**src/rtl/alu_pkg.sv**
```systemverilog
// Shared definitions for the arbitrated ALU: datapath width, opcode encoding,
// arbiter FSM states and a behavioural reference for the ALU function.
package alu_pkg;

    localparam int N   = 8;
    localparam int SHW = $clog2(N);

    typedef enum logic [2:0] {
        ADD  = 3'd0,
        SUB  = 3'd1,
        AND  = 3'd2,
        OR   = 3'd3,
        XOR  = 3'd4,
        SHL  = 3'd5,
        SHR  = 3'd6,
        SLTU = 3'd7
    } alu_op_t;

    typedef enum logic [1:0] {
        IDLE = 2'd0,
        EXEC = 2'd1,
        RESP = 2'd2
    } arb_state_t;

    // Shift amounts use only the low SHW bits of b; SLTU yields 0 or 1.
    function automatic logic [N-1:0] alu_ref(input logic [N-1:0] a,
                                             input logic [N-1:0] b,
                                             input alu_op_t op);
        case (op)
            ADD:     return a + b;
            SUB:     return a - b;
            AND:     return a & b;
            OR:      return a | b;
            XOR:     return a ^ b;
            SHL:     return a << b[SHW-1:0];
            SHR:     return a >> b[SHW-1:0];
            SLTU:    return {{(N-1){1'b0}}, (a < b)};
            default: return '0;
        endcase
    endfunction

endpackage

```
**src/rtl/alu.sv**
```systemverilog
// Purely combinational N-bit ALU implementing the eight alu_pkg opcodes.
module alu
    import alu_pkg::*;
(
    input  logic [N-1:0] a,
    input  logic [N-1:0] b,
    input  alu_op_t      op,
    output logic [N-1:0] y
);

    always_comb begin
        y = '0;
        case (op)
            ADD:     y = a + b;
            SUB:     y = a - b;
            AND:     y = a & b;
            OR:      y = a | b;
            XOR:     y = a ^ b;
            SHL:     y = a << b[SHW-1:0];
            SHR:     y = a >> b[SHW-1:0];
            SLTU:    y = {{(N-1){1'b0}}, (a < b)};
            default: y = '0;
        endcase
    end

endmodule

```
**src/rtl/alu_arb.sv**
```systemverilog
// Round-robin arbiter sharing one ALU among NREQ requesters; one operation
// in flight at a time, sequenced IDLE -> EXEC -> RESP.
module alu_arb
    import alu_pkg::*;
#(
    parameter int NREQ = 4
) (
    input  logic                          clk,
    input  logic                          rst,
    input  logic [NREQ-1:0]               req_valid,
    output logic [NREQ-1:0]               req_ready,
    input  logic [NREQ-1:0][N-1:0]        req_a,
    input  logic [NREQ-1:0][N-1:0]        req_b,
    input  logic [NREQ-1:0][2:0]          req_op,
    output logic                          rsp_valid,
    input  logic                          rsp_ready,
    output logic [$clog2(NREQ)-1:0]       rsp_id,
    output logic [N-1:0]                  rsp_y,
    output logic                          busy
);

    localparam int IW = $clog2(NREQ);

    // Handshakes: a request transfers on req_valid[i] & req_ready[i] (ready
    // only in IDLE, one-hot on the granted index); a result transfers on
    // rsp_valid & rsp_ready, with rsp_id/rsp_y held until that cycle.

    arb_state_t    state, state_nxt;
    logic [IW-1:0] rr_ptr;
    logic [IW-1:0] gnt_id;
    logic          gnt_any;
    logic          accept;

    logic [N-1:0]  lat_a, lat_b;
    alu_op_t       lat_op;
    logic [IW-1:0] lat_id;
    logic [N-1:0]  alu_y;

    // Scan from rr_ptr upward, wrapping at NREQ; first valid index wins.
    always_comb begin
        int            j;
        logic [IW-1:0] idx;
        gnt_any = 1'b0;
        gnt_id  = '0;
        j       = 0;
        idx     = '0;
        for (int i = 0; i < NREQ; i++) begin
            j = int'(rr_ptr) + i;
            if (j >= NREQ) j = j - NREQ;
            idx = IW'(j);
            if (!gnt_any && req_valid[idx]) begin
                gnt_any = 1'b1;
                gnt_id  = idx;
            end
        end
    end

    // Gating with rst keeps req_ready low for the whole reset window.
    assign accept = (state == IDLE) && gnt_any && !rst;

    always_comb begin
        req_ready = '0;
        if (accept) req_ready[gnt_id] = 1'b1;
    end

    always_comb begin
        state_nxt = state;
        case (state)
            IDLE:    if (accept) state_nxt = EXEC;
            EXEC:    state_nxt = RESP;
            RESP:    if (rsp_ready) state_nxt = IDLE;
            default: state_nxt = IDLE;
        endcase
    end

    assign busy      = (state != IDLE);
    assign rsp_valid = (state == RESP);

    always_ff @(posedge clk or posedge rst) begin
        if (rst) begin
            state  <= IDLE;
            rr_ptr <= '0;
            lat_a  <= '0;
            lat_b  <= '0;
            lat_op <= ADD;
            lat_id <= '0;
            rsp_y  <= '0;
            rsp_id <= '0;
        end else begin
            state <= state_nxt;
            if (accept) begin
                lat_a  <= req_a[gnt_id];
                lat_b  <= req_b[gnt_id];
                lat_op <= alu_op_t'(req_op[gnt_id]);
                lat_id <= gnt_id;
                rr_ptr <= (gnt_id == IW'(NREQ - 1)) ? '0 : gnt_id + 1'b1;
            end
            if (state == EXEC) begin
                rsp_y  <= alu_y;
                rsp_id <= lat_id;
            end
        end
    end

    alu u_alu (
        .a  (lat_a),
        .b  (lat_b),
        .op (lat_op),
        .y  (alu_y)
    );

endmodule

```
**config.mk**
```make
export PLATFORM = sky130hd
export DESIGN_NAME = alu_arb
export DESIGN_NICKNAME = d
export VERILOG_FILES = /design/src/rtl/alu_pkg.sv /design/src/rtl/alu.sv /design/src/rtl/alu_arb.sv
export SDC_FILE = /design/constraint.sdc
export NUM_CORES = 1
export LEC_CHECK = 0
export ABC_AREA = 0
export BUFFER_PORTS_ARGS = -buffer_cell sky130_fd_sc_hd__buf_4
export CORE_ASPECT_RATIO = 1.25
export CORE_MARGIN = 4
export CORE_UTILIZATION = 40
export DETAILED_ROUTE_END_ITERATION = 12
export PLACE_DENSITY = 0.68
export SKIP_CTS_REPAIR_TIMING = 1
export SYNTH_ARGS = -nofsm -noshare
export SYNTH_HDL_FRONTEND = slang
export SYNTH_SLANG_ARGS = --single-unit
```
**constraint.sdc**
```tcl
create_clock -name clk -period 3.19 [get_ports clk]
set_clock_uncertainty 0.15 [all_clocks]
set_input_delay 0.638 -clock clk [delete_from_list [all_inputs] [get_ports clk]]
set_output_delay 0.638 -clock clk [all_outputs]
set_load 0.005 [all_outputs]
```
-- After elaboration in Yosys (flattened, before gate mapping)
Index checks and enable logic that the tools add are counted.
- flip-flop bits (word level): 35
- output and inout bits: 16
- bits of input ports: 83
- bitwise operators: 3
- order comparisons: 11
- $add $sub $neg: 10
- reduce and logical (&&, ||, !) cells: 14
- eq/ne operators: 12
- mux-type cells: 34
- shift-type cells: 2
- operators by type and width (kind ; number):
    case mux 8 bit (8 select lines) ; 1
    binary-select mux 8 bit (select 2 bit) ; 2
    2-to-1 mux 2 bit ; 11
    2-to-1 mux 8 bit ; 2
    less-than comparator 2 x 3 -> 1 bit, second input constant ; 5
    == test 3 bit, second input constant ; 4
    >= comparator 3 bit, second input constant ; 3
    2-to-1 mux 1 bit ; 9
    adder 8 bit ; 1
    AND 8 bit ; 1
    binary-select mux 1 bit (select 2 bit) ; 4
    less-than comparator 8 bit ; 1
    OR 8 bit ; 1
    left shift 8 x 3 -> 8 bit ; 1
    >> shifter 8 x 3 -> 8 bit ; 1
    subtractor 2 x 1 -> 2 bit, second input constant ; 4
    subtractor 8 bit ; 1
    bitwise XOR 8 bit ; 1
    adder 2 x 2 -> 3 bit, second input constant ; 2
    binary-select mux 3 bit (select 2 bit) ; 1
    == test 3 x 2 -> 1 bit, second input constant ; 2
    logical AND 1 bit ; 6
    case mux 2 bit (3 select lines) ; 1
    == test 2 bit, second input constant ; 2
    other kinds (16) ; 19

-- Longest topological paths before layout
Gate-level depths: netlist of run 1.
- depth after elaboration: 19
- mapped depth: 10

-- By module
A second synthesis of run 1 with hierarchy kept.
- cell total of the unflattened synthesis: 460
- area total of the unflattened synthesis: 3789.9 µm²
- by module, submodules not included (module ; area each (µm²) ; cells an instance ; instances):
    alu_arb ; 2122.0 ; 232 ; 1
    alu ; 1667.8 ; 228 ; 1

-- Least setup slack after synthesis of run 1
OpenSTA, ideal clock, no wires.
- path type: reg2reg
- start point: register lat_b[1]
- end point: register rsp_y[7]
- clock period less this slack: 2.568 ns
- setup time: 0.082 ns
- setup slack: 0.622 ns
- arrival: 2.336 ns
- stages on the path, launching flop included: 11
- cell sequence: dfrtp_1 > buf_2 > buf_2 > inv_1 > ha_1 > a21o_1 > a2111o_1 > o31ai_2 > xnor2_1 > nand2_1 > a31oi_1
- word-level cells in the longest chain between the ends: 2
- ends and longest elaborated chain (element ; line ; source):
    from (decl) ; alu_arb.sv:34 ; logic [N-1:0] lat_a, lat_b;
    from (signal assigned) ; alu_arb.sv:93 ; lat_b <= req_b[gnt_id];
    subtractor 8 bit (tied with other cells) ; alu.sv:15 ; SUB: y = a - b;
    case mux 8 bit (8 select lines) * ; alu.sv:13 ; case (op)
    to (signal assigned) ; alu_arb.sv:99 ; rsp_y <= alu_y;
    to (decl) ; alu_arb.sv:18 ; output logic [N-1:0] rsp_y,
Every way passes the cells marked *; elsewhere a longest branch is shown, timed or not.
A chain may end at the register's enable or synchronous reset.

-- Worst setup path in the final report of run 1
- start point: register rr_ptr[1]
- end point: output port req_ready[1]
- word-level cells in the longest chain between the ends: 19
- ends and longest elaborated chain (element ; line ; source):
    from (decl) ; alu_arb.sv:29 ; logic [IW-1:0] rr_ptr;
    from (signal assigned) ; alu_arb.sv:96 ; rr_ptr <= (gnt_id == IW'(NREQ - 1)) ? '0 : gnt_id + 1'b1;
    parallel branches: the longest is 18 deep, another holds adder 2 x 1 -> 3 bit ; n/a ;
    2-to-1 mux 4 bit * ; alu_arb.sv:63 ; if (accept) req_ready[gnt_id] = 1'b1;
    to (decl) ; alu_arb.sv:11 ; output logic [NREQ-1:0] req_ready,
Mark *: on every way between the ends. The select of a mux whose other input is x is not followed.

==> results of run 1 <==
## worst max-delay path, delay by kind of cell, from the launching register on
family / cells / cell delay [ns]
AND/OR/NAND/NOR: 2 / 0.35
flip-flops: 1 / 0.47
adder cells (fa/ha/maj): 1 / 0.14
AO/OA/AOI/OAI: 1 / 0.12
buffers and inverters: 2 / 0.33
multiplexers: 1 / 0.21
## state kept, by name, summed over array words and instances, names as in the netlist
register and count:
rr_ptr 2, lat_a 8, rsp_y 8, rsp_id 2, lat_b 8, lat_id 2, state 2, lat_op 3
## routing by layer
| metal | GRT usage, % | routed length, um |
|---|---|---|
| met1 | 24.3 | 4270 |
| met3 | 3.35 | 635 |
| met5 | 0 | 0 |
| met4 | 9.91 | 448 |
| met2 | 33.5 | 5240 |
## cells in the final DEF, fill, tap and decap left out, drive strengths merged, types with 2 or more instances in the layout
cell type and count:
mux2i 62, o21ai 14, a311oi 2, ha 29, clkinvlp 2, dfrtp 35
a22oi 3, xnor2 10, a22o 2, mux2 22, nand2 30, o22ai 5
a2111oi 2, a221oi 3, nor2 18, a211oi 3, nor4 2, a21o 5
clkbuf 5, and2 5, and3 3, inv 33, or2 4, nor2b 4
a21oi 25, mux4 9, nor3 8, or3 2, o221ai 3, buf 110
a31oi 4, fa 2, o21bai 3, o31ai 2, nand2b 6
## Yosys cell counts, types with 2 or more instances
| cell type | n |
|---|---|
| mux4_2 | 4 |
| mux2i_1 | 62 |
| nor3_1 | 7 |
| inv_1 | 32 |
| o221ai_1 | 3 |
| mux2_2 | 21 |
| a21oi_1 | 24 |
| dfrtp_1 | 35 |
| o21bai_1 | 3 |
| a211oi_1 | 3 |
| or3_1 | 2 |
| a22o_1 | 2 |
| xnor2_1 | 10 |
| nand2_1 | 30 |
| a21o_1 | 5 |
| and2_1 | 5 |
| fa_1 | 2 |
| ha_1 | 29 |
| a22oi_1 | 3 |
| nor2_1 | 18 |
| clkbuf_1 | 6 |
| nor2b_1 | 4 |
| buf_12 | 3 |
| and3_1 | 3 |
| buf_2 | 11 |
| buf_6 | 3 |
| nor4_1 | 2 |
| nand2b_1 | 6 |
| o21ai_0 | 12 |
| o22ai_1 | 5 |
| a221oi_1 | 3 |
| a31oi_1 | 4 |
| or2_2 | 4 |
| a311oi_1 | 2 |
| mux4_1 | 5 |
## worst paths after layout
| check | startpoint | endpoint |
|---|---|---|
| worst max-delay path | rr_ptr[1] | req_ready[1] |
| worst min-delay path | rst | rr_ptr[1] |
| min in group clk | rsp_y[1] | rsp_y[1] |
| max in group asynchronous | rst | lat_b[0] |
| worst min register to register | rsp_y[1] | rsp_y[1] |
| worst max register to register | lat_a[3] | rsp_y[7] |
## per-stage QoR
step / total power [W] / cells
floorplan: 0.00352 / 395
global placement: 0.00437 / 604
detailed placement: 0.00439 / 604
CTS: 0.00492 / 612
global route: 0.00532 / 612
finish: 0.00492 / 612
## power by group
group          leakage, nW  total (W)  switching, W  internal [W]
logic                 1.80    0.00345       0.00182       0.00163
registers            0.415   0.000968      0.000302      0.000666
clock network       0.0664   0.000503      0.000211      0.000292
total                 2.29    0.00492       0.00234       0.00259
## final cells by class
| class | instances | share of cell area, % |
|---|---|---|
| Clock inverter | 3 | 0.504 |
| Timing Repair Buffer | 110 | 17.5 |
| Sequential cell | 35 | 18.6 |
| Multi-Input combinational cell | 304 | 55.0 |
| Tap cell | 123 | 3.26 |
| Clock buffer | 5 | 2.65 |
| Inverter | 32 | 2.55 |
## cells by family (layout without fill, tap and decap cells)
| kind of cell | Yosys count | in the layout | synth area share, % |
|---|---|---|---|
| and+or+nand+nor | 84 | 84 | 10.8 |
| adders and majority gates | 31 | 31 | 10.7 |
| DFF | 35 | 35 | 23.2 |
| muxes | 93 | 93 | 29.0 |
| buffers and inverters | 56 | 150 | 8.12 |
| xor gates and xnor gates | 11 | 11 | 2.55 |
| AOI/OAI and AO/OA | 85 | 85 | 15.6 |
==> results.yml, run 1 <==
cts:
  cts-root-buf: "clkbuf_16"
  cts-buffers-inserted: 5
  clk_pin_slew_ns: 0.06
  cts.sinks: 35
  htreeDepth: 2
  clockBufferDepth: 2
  cts_tree: "yes"
  insertion_delay_ns: 0.29
setup_path:
  crit_path_frequent_cell: "buf_4"
  path_max_fanout: 9
  path_cells: "mux2i_1 > o22ai_1 > nor2_2 > buf_4 > ha_1 > and2_1 > buf_4"
  r2r_slack_ns: 0.57
  cp.arrival_ns: 1.93
  slowest_delay_ns: 0.47
  worstRegToRegCells: 8
  cp_slowest_cell: "dfrtp_1"
  cp-end-kind: "output port"
  required_ns: 2.40
  crit_type: "flip-flop to output port"
  startpoint_type: "flip-flop"
route:
  remaining_drc_errors: 0
  dr.first_iter.drc_count: 290
  routedWlPerCell_um: 17.3
  routed_via_density: 5.48
  first_pass_iters: 5
  ant_nets: 0
  via_count: 3354
  routed_wl_mm: 10.6
job:
  drv_cap: 0
synthesis:
  ys_top_cells_by_area: "dfrtp_1 (23%), mux2i_1 (16%), ha_1 (9.6%)"
  synth_cell_types: 57
  ys_ff_latch: 35
  synth-main-ff-cell: "dfrtp_1"
  synth_top_area_share_pct: 23.2
  synthArstFlopShare_pct: 100
  synth-seq-area-share_pct: 23.2
  syn_avg_cell_area_um2: 9.55
  synthCells: 395
  syn_area_um2: 3770
  synth-edff-count: 0
  synth_top_area_cell: "dfrtp_1"
  synth_warnings: 0
  synth_nets: 509
floorplan:
  die-area_um2: 11100
  start_util_pct: 41.1
  die_y_um: 117
  core-area_um2: 9170
  num_io_pins: 99
  fp.dieW_um: 94.9
  placementRows: 39
finish:
  layout-drive-gt1-share_pct: 31.7
  syn2layout_area_growth_pct: 25.0
  finalInstanceArea_um2: 4720
  nets: 602
  diodes: 0
  fillCellCount: 895
  utilization_pct: 51.4
  regArea_um2: 876
  multi_input_area_um2: 2590
timing:
  setup_viol: 0
  rsz0062_at_grt: "false"
  fin_crit_sh_pct: 85.1
  hold_viol: 0
  relSlewSlack_pct: 47.9
  setup_ws_ns: 0.474
  whs_ns: 0.323
  min_period_ns: 2.72
  fmax_mhz: 368
  tightest_slew_ns: 0.775
  fin_setup_tns_ns: 0
  finalMaxSlewViolations: 0
placed_design:
  gp_congestion: 1.03
  place_ws_ns: 0.529
  place_area_um2: 4570
  place_hpwl_mm: 8.55
  port_buffers: 98
min_path:
  min_path_type: "input port to async pin"
global_route:
  grt_pass1_wl_mm: 17.0
  track_usage_pct: 19.8
  grt_start_max_net_pins: 37
  gr-total-overflow: 0
  grt_pass1_vias: 3445
  antenna_found_initial: 0
power_and_ir_drop:
  power.density_nw_per_um2: 1040
  p_leak_nw: 2.29
  worst_ir_drop_vdd_uv: 370
status:
  status: "finished, final reports clean"
No activity file was read; power rests on OpenSTA's default activity.
==> run 2: changes to the inputs <==
Settings changed: CELL_PAD_IN_SITES_DETAIL_PLACEMENT set to 1, CELL_PAD_IN_SITES_GLOBAL_PLACEMENT set to 2, CORE_UTILIZATION 40 to 33, PLACE_DENSITY 0.68 to 0.87, RECOVER_POWER set to 50.
==> run 2 against run 1 <==
The run now ends with max-capacitance violations, max-slew violations left. Via count shrank 0.75%. Worst setup slack improved by 0.050 ns. Routed wire length grew 7.3%. Maximum frequency up 1.9%. Non-clock buffer count shrank 1. Clock-buffer cell count is 2 higher. Critical path depth unchanged. Sequential share of layout area about the same. Global-route usage shrank 2.2 points. Core utilization decreased by 9.1 points. Hold slack improved by 0.0075 ns. Flip-flop and latch count did not move. Largest power group unchanged.
==> results.yml, run 2 (synthesis gave the netlist of run 1 again) <==
finish:
  layout-drive-gt1-share_pct: 30.5
  finalInstanceArea_um2: 4710
  nets: 601
  regArea_um2: 876
  final_cell_mix: "buf_4 (102), mux2i_1 (62), dfrtp_1 (35), inv_1 (32), nand2_1 (30)"
  syn2layout_area_growth_pct: 24.9
  diodes: 0
  largestRegisters: "lat_a (8), lat_b (8), rsp_y (8)"
  layout_commonest_cell: "buf_4"
  multi_input_area_um2: 2590
  fillCellCount: 1308
timing:
  rsz0062_at_grt: "false"
  relSlewSlack_pct: -31.4
  fin_setup_tns_ns: 0
  whs_ns: 0.330
  tightest_slew_ns: 1.97
  setup_viol: 0
  fmax_mhz: 375
  hold_viol: 0
  finalMaxSlewViolations: 36
  min_period_ns: 2.67
  fin_crit_sh_pct: 83.6
route:
  remaining_drc_errors: 0
  dr.first_iter.drc_count: 208
  ant_nets: 0
  wl_met3_um: 603
  routed.top_layer: "met4"
  routed_wl_mm: 11.4
  routedWlPerCell_um: 18.3
  route.layer.met1.wl_mm: 4.77
  via_count: 3329
  first_pass_iters: 4
  wl_met2_mm: 5.60
  routed_via_density: 5.34
floorplan:
  die_y_um: 128
  core-area_um2: 11100
  start_util_pct: 33.9
  fp.dieW_um: 104
  num_io_pins: 99
  die-area_um2: 13200
  placementRows: 43
setup_path:
  crit_type: "flip-flop to output port"
  required_ns: 2.40
  rr_endpoint: "rsp_y[6]"
  path_max_fanout: 6
  worstRegToRegCells: 9
  cp.arrival_ns: 1.88
  slowest_delay_ns: 0.46
  path_cells: "mux2i_1 > o22ai_1 > nor2_2 > inv_1 > ha_1 > and2_1 > buf_4"
  rr_startpoint: "lat_a[0]"
  crit_start: "rr_ptr[1]"
  startpoint_type: "flip-flop"
  cp-end-kind: "output port"
  crit_path_end: "req_ready[2]"
  r2r_slack_ns: 0.54
  cp_slowest_cell: "dfrtp_1"
placed_design:
  place_area_um2: 4580
  port_buffers: 98
  place_hpwl_mm: 9.25
  gp_congestion: 0.987
status:
  violations: "max-capacitance violations, max-slew violations"
  status: "finished with violations"
job:
  drv_cap: 1
global_route:
  grt_pass1_vias: 3690
  track_usage_pct: 17.7
  grt_start_max_net_pins: 37
  grt_pass1_wl_mm: 19.0
  gr-total-overflow: 0
  antenna_found_initial: 0
cts:
  clockBufferDepth: 2
  insertion_delay_ns: 0.29
  htreeDepth: 2
  clk_pin_slew_ns: 0.06
  cts-buffers-inserted: 5
  cts_tree: "yes"
  cts.sinks: 35
  cts-root-buf: "clkbuf_16"
power_and_ir_drop:
  power.density_nw_per_um2: 1050
  p_leak_nw: 2.27
  worst_ir_drop_vdd_uv: 358
min_path:
  whs_path_depth: 1
  min_path_type: "flip-flop to flip-flop"
run 2: cell types whose count changed in the layout (fill, tap and decap cells not counted), sizes merged:
cell / change
inv: -1
buf: -8
clkinvlp: -2
clkbuf: +9
clkinv: +1
run 2: per-layer routing:
layer,GRT usage (%),vias to the layer above
li1,-,1605
met1,21.8,1578
met2,30.6,118
met3,3.18,28
met4,7.20,0
met5,0,-
run 2: worst min-delay path by stage:
stage	start	endpoint	slack [ns]
after floorplan	lat_id[1]	rsp_id[1]	0.28
after CTS	lat_id[0]	rsp_id[0]	0.33
final	rsp_y[2]	rsp_y[2]	0.33
after global placement	lat_id[1]	rsp_id[1]	0.31
after global routing	rsp_y[2]	rsp_y[2]	0.35
after detailed placement	rsp_id[0]	rsp_id[0]	0.32
run 2: per-stage QoR:
stage               util [%]  worst slack, ns  cells  power (W)
floorplan                  -            0.622    395    0.00352
global placement        41.1            0.656    615    0.00436
detailed placement      41.1            0.579    615    0.00444
CTS                     42.5            0.503    623    0.00497
global route            42.3            0.278    623    0.00538
finish                  42.3            0.525    623    0.00494
run 2: critical path: cells and delay by family (launching register included):
kind	cells	cell delay, ns
adder cells (fa/ha/maj)	1	0.19
flip-flops	1	0.46
AO/OA/AOI/OAI	1	0.14
multiplexers	1	0.23
buffers and inverters	2	0.23
AND/OR/NAND/NOR	2	0.35
run 2: area by class of cell:
class	count	share of cell area, %
Clock buffer	7	3.03
Tap cell	135	3.58
Sequential cell	35	18.6
Inverter	32	2.55
Clock inverter	1	0.186
Timing Repair Buffer	109	17.0
Multi-Input combinational cell	304	55.0
run 2: report_power, final:
| group | internal (W) | switching (W) | total [W] |
|---|---|---|---|
| registers | 0.000665 | 0.000350 | 0.00101 |
| clock network | 0.000313 | 0.000198 | 0.000510 |
| logic | 0.00161 | 0.00181 | 0.00342 |
| total | 0.00259 | 0.00236 | 0.00494 |
==> run 3: changes to the inputs <==
Settings changed: ABC_AREA 0 to 1, CORE_UTILIZATION 33 to 25, PLACE_DENSITY 0.87 to 0.82.
Clock period 3.19 ns to 2.45 ns, I/O delays scaled along.
==> run 3 against run 2 <==
The run ends with negative setup slack left. Sequential power increased by 9%. Critical path depth increased by 5. Clock-buffer cell count decreased by 1. Cell count increased by 60%. Sequential share of layout area decreased by 2.3 points. Flip-flop and latch count unchanged. Via count increased by 38%. Core utilization decreased by 7.6 points. Register-to-register slack got worse by 0.46 ns. Area after synthesis increased by 5.2%. Critical path type unchanged. Critical endpoint is now req_ready[1]. Largest power group unchanged.
==> results.yml, run 3 <==
cts:
  cts-buffers-inserted: 5
  clk_pin_slew_ns: 0.06
  cts_tree: "yes"
  cts.sinks: 35
  insertion_delay_ns: 0.29
  clockBufferDepth: 2
  cts-root-buf: "clkbuf_16"
  htreeDepth: 2
timing:
  fmax_mhz: 367
  relSlewSlack_pct: 30.4
  fin_setup_tns_ns: -1.03
  tightest_slew_ns: 1.04
  setup_viol: 4
  fin_crit_sh_pct: 111
  setup_ws_ns: -0.277
  finalMaxSlewViolations: 0
  rsz0062_at_grt: "true"
  min_period_ns: 2.73
  hold_viol: 0
finish:
  final_cell_mix: "nand2_1 (256), buf_4 (142), inv_1 (86), nand3_1 (56)"
  multi_input_area_um2: 2650
  diodes: 0
  nets: 900
  largestRegisters: "lat_a (8), lat_b (8), rsp_y (8)"
  layout-drive-gt1-share_pct: 24.7
  syn2layout_area_growth_pct: 36.3
  fillCellCount: 2101
  layout_commonest_cell: "nand2_1"
  regArea_um2: 878
  final_cells: 999
synthesis:
  syn_avg_cell_area_um2: 6.06
  synth-seq-area-share_pct: 22.1
  synth_simple_gate_area_share_pct: 43.4
  synth_xor_area_share_pct: 0.441
  synthCells: 655
  synth_nets: 769
  synth.most_common_cell: "nand2_1"
  synth-main-ff-cell: "dfrtp_1"
  synth_cell_types: 44
  synth_top_area_share_pct: 24.8
  synth_mux_area_share_pct: 0.504
  synth_compound_area_share_pct: 10.6
  ys_ff_latch: 35
  syn_area_um2: 3970
  synth_top_area_cell: "nand2_1"
  synthArstFlopShare_pct: 100
  synthAdderAreaFrac_pct: 10.2
  synth_warnings: 0
  synth_top_family_by_area: "simple AND/OR/NAND/NOR gates"
  synth-edff-count: 0
  ys_top_cells_by_area: "nand2_1 (25%), dfrtp_1 (22%), ha_1 (9.1%)"
  ys_top_cells_by_count: "nand2_1 (262), inv_1 (87), nand3_1 (59), dfrtp_1 (35), o21ai_0 (34)"
global_route:
  grt_pass1_wl_mm: 24.6
  grt_pass1_vias: 4936
  gr-total-overflow: 0
  grt_start_max_net_pins: 36
  antenna_found_initial: 0
  track_usage_pct: 16.9
setup_path:
  crit_start: "rr_ptr[0]"
  slowest_delay_ns: 0.49
  path_max_fanout: 10
  crit_path_frequent_cell: "nand3_4"
  path_cells: "inv_6 > nand2_1 > nand3_1 > nand2_2 > nor2_4 > nand3_4 > nand3_4 > inv_2 > ha_1 > inv_1 > nor2_1 > buf_4"
  startpoint_type: "flip-flop"
  required_ns: 1.81
  cp.arrival_ns: 2.09
  rr_startpoint: "lat_a[0]"
  cp-end-kind: "output port"
  crit_type: "flip-flop to output port"
  cp_slowest_cell: "dfrtp_2"
route:
  remaining_drc_errors: 0
  ant_nets: 0
  routed_via_density: 4.61
  dr.first_iter.drc_count: 161
  via_count: 4610
  routedWlPerCell_um: 15.4
  routed_wl_mm: 15.4
  first_pass_iters: 4
floorplan:
  fp.dieW_um: 121
  placementRows: 51
  die_y_um: 149
  core-area_um2: 15600
  die-area_um2: 18000
  start_util_pct: 25.5
  num_io_pins: 99
power_and_ir_drop:
  p_leak_nw: 2.97
  worst_ir_drop_vdd_uv: 1080
  power.density_nw_per_um2: 1570
min_path:
  hold_path.startpoint: "rsp_ready"
  min_path_type: "input port to flip-flop"
status:
  status: "finished with violations"
  violations: "negative setup slack"
placed_design:
  place_hpwl_mm: 12.4
  port_buffers: 98
  gp_congestion: 0.890
  dpl.cell_count: 982
  place_ws_ns: -0.0698
job:
  drv_cap: 0
==> run 3: cell types whose count changed after synthesis, sizes merged, moves of 6 or more <==
cell    before  now
a21oi       25   10
inv         32   93
mux2        22    0
mux2i       62    2
mux4         9    0
nand2       30  268
nand2b       6    0
nand3        0   63
nand4        0   18
nor2        18   32
o211ai       1    7
o21ai       14   36
xnor2       10    0
==> run 3: worst paths after layout <==
path / endpoint / cells after the start / slack, ns
setup / recovery: req_ready[1] / 12 / -0.28
hold / removal: state[1] / 2 / 0.25
setup reg to reg: rsp_y[1] / 9 / 0.08
hold reg to reg: rsp_y[4] / 2 / 0.33
max in group asynchronous: rr_ptr[1] / 3 / 1.05
min in group asynchronous: state[0] / 3 / 0.45
==> run 3: routing by layer <==
layer | part of all wire [%] | GRT usage [%] | wire length, um | vias to the layer above
li1 | - | - | - | 2350
met1 | 43 | 20.4 | 6590 | 2172
met2 | 53 | 31.4 | 8140 | 69
met3 | 2.1 | 2.09 | 329 | 19
met4 | 2.0 | 4.82 | 301 | 0
met5 | 0 | 0 | 0 | -
==> run 3: area by class of cell <==
class | count | share of cell area (%)
sequential | 35 | 16.2
inverter | 95 | 6.80
multi-input combinational | 502 | 48.9
timing repair buffer | 147 | 20.6
tap | 212 | 4.90
clock buffer | 6 | 2.38
clock inverter | 2 | 0.231
==> run 3: per-stage QoR <==
step | total power, W | utilization (%) | hold WS [ns] | area, um2
2_1_floorplan | 0.00543 | - | 0.300 | 3970
3_3_place_gp | 0.00734 | 33.0 | 0.312 | 5140
6_report | 0.00847 | 34.7 | 0.250 | 5410
4_1_cts | 0.00820 | 33.9 | 0.240 | 5280
5_1_grt | 0.00950 | 34.7 | 0.252 | 5410
3_5_place_dp | 0.00749 | 33.0 | 0.319 | 5140
==> run 3: cells by family after synthesis <==
| group | after synthesis |
|---|---|
| DFF | 35 |
| xor gates and xnor gates | 2 |
| adders and majority gates | 31 |
| muxes | 2 |
| buffers and inverters | 119 |
| and+or+nand+nor | 394 |
| AOI/OAI and AO/OA | 72 |
==> run 3: worst max-delay path: cells and delay by family (launching register included) <==
family / cells / cell delay, ns
and+or+nand+nor: 7 / 0.75
DFF: 1 / 0.49
buffers and inverters: 4 / 0.37
adders and majority gates: 1 / 0.19
==> run 3: power by group <==
group	total (W)	switching (W)	internal, W
registers	0.00110	0.000238	0.000865
clock network	0.000644	0.000269	0.000376
logic	0.00672	0.00417	0.00255
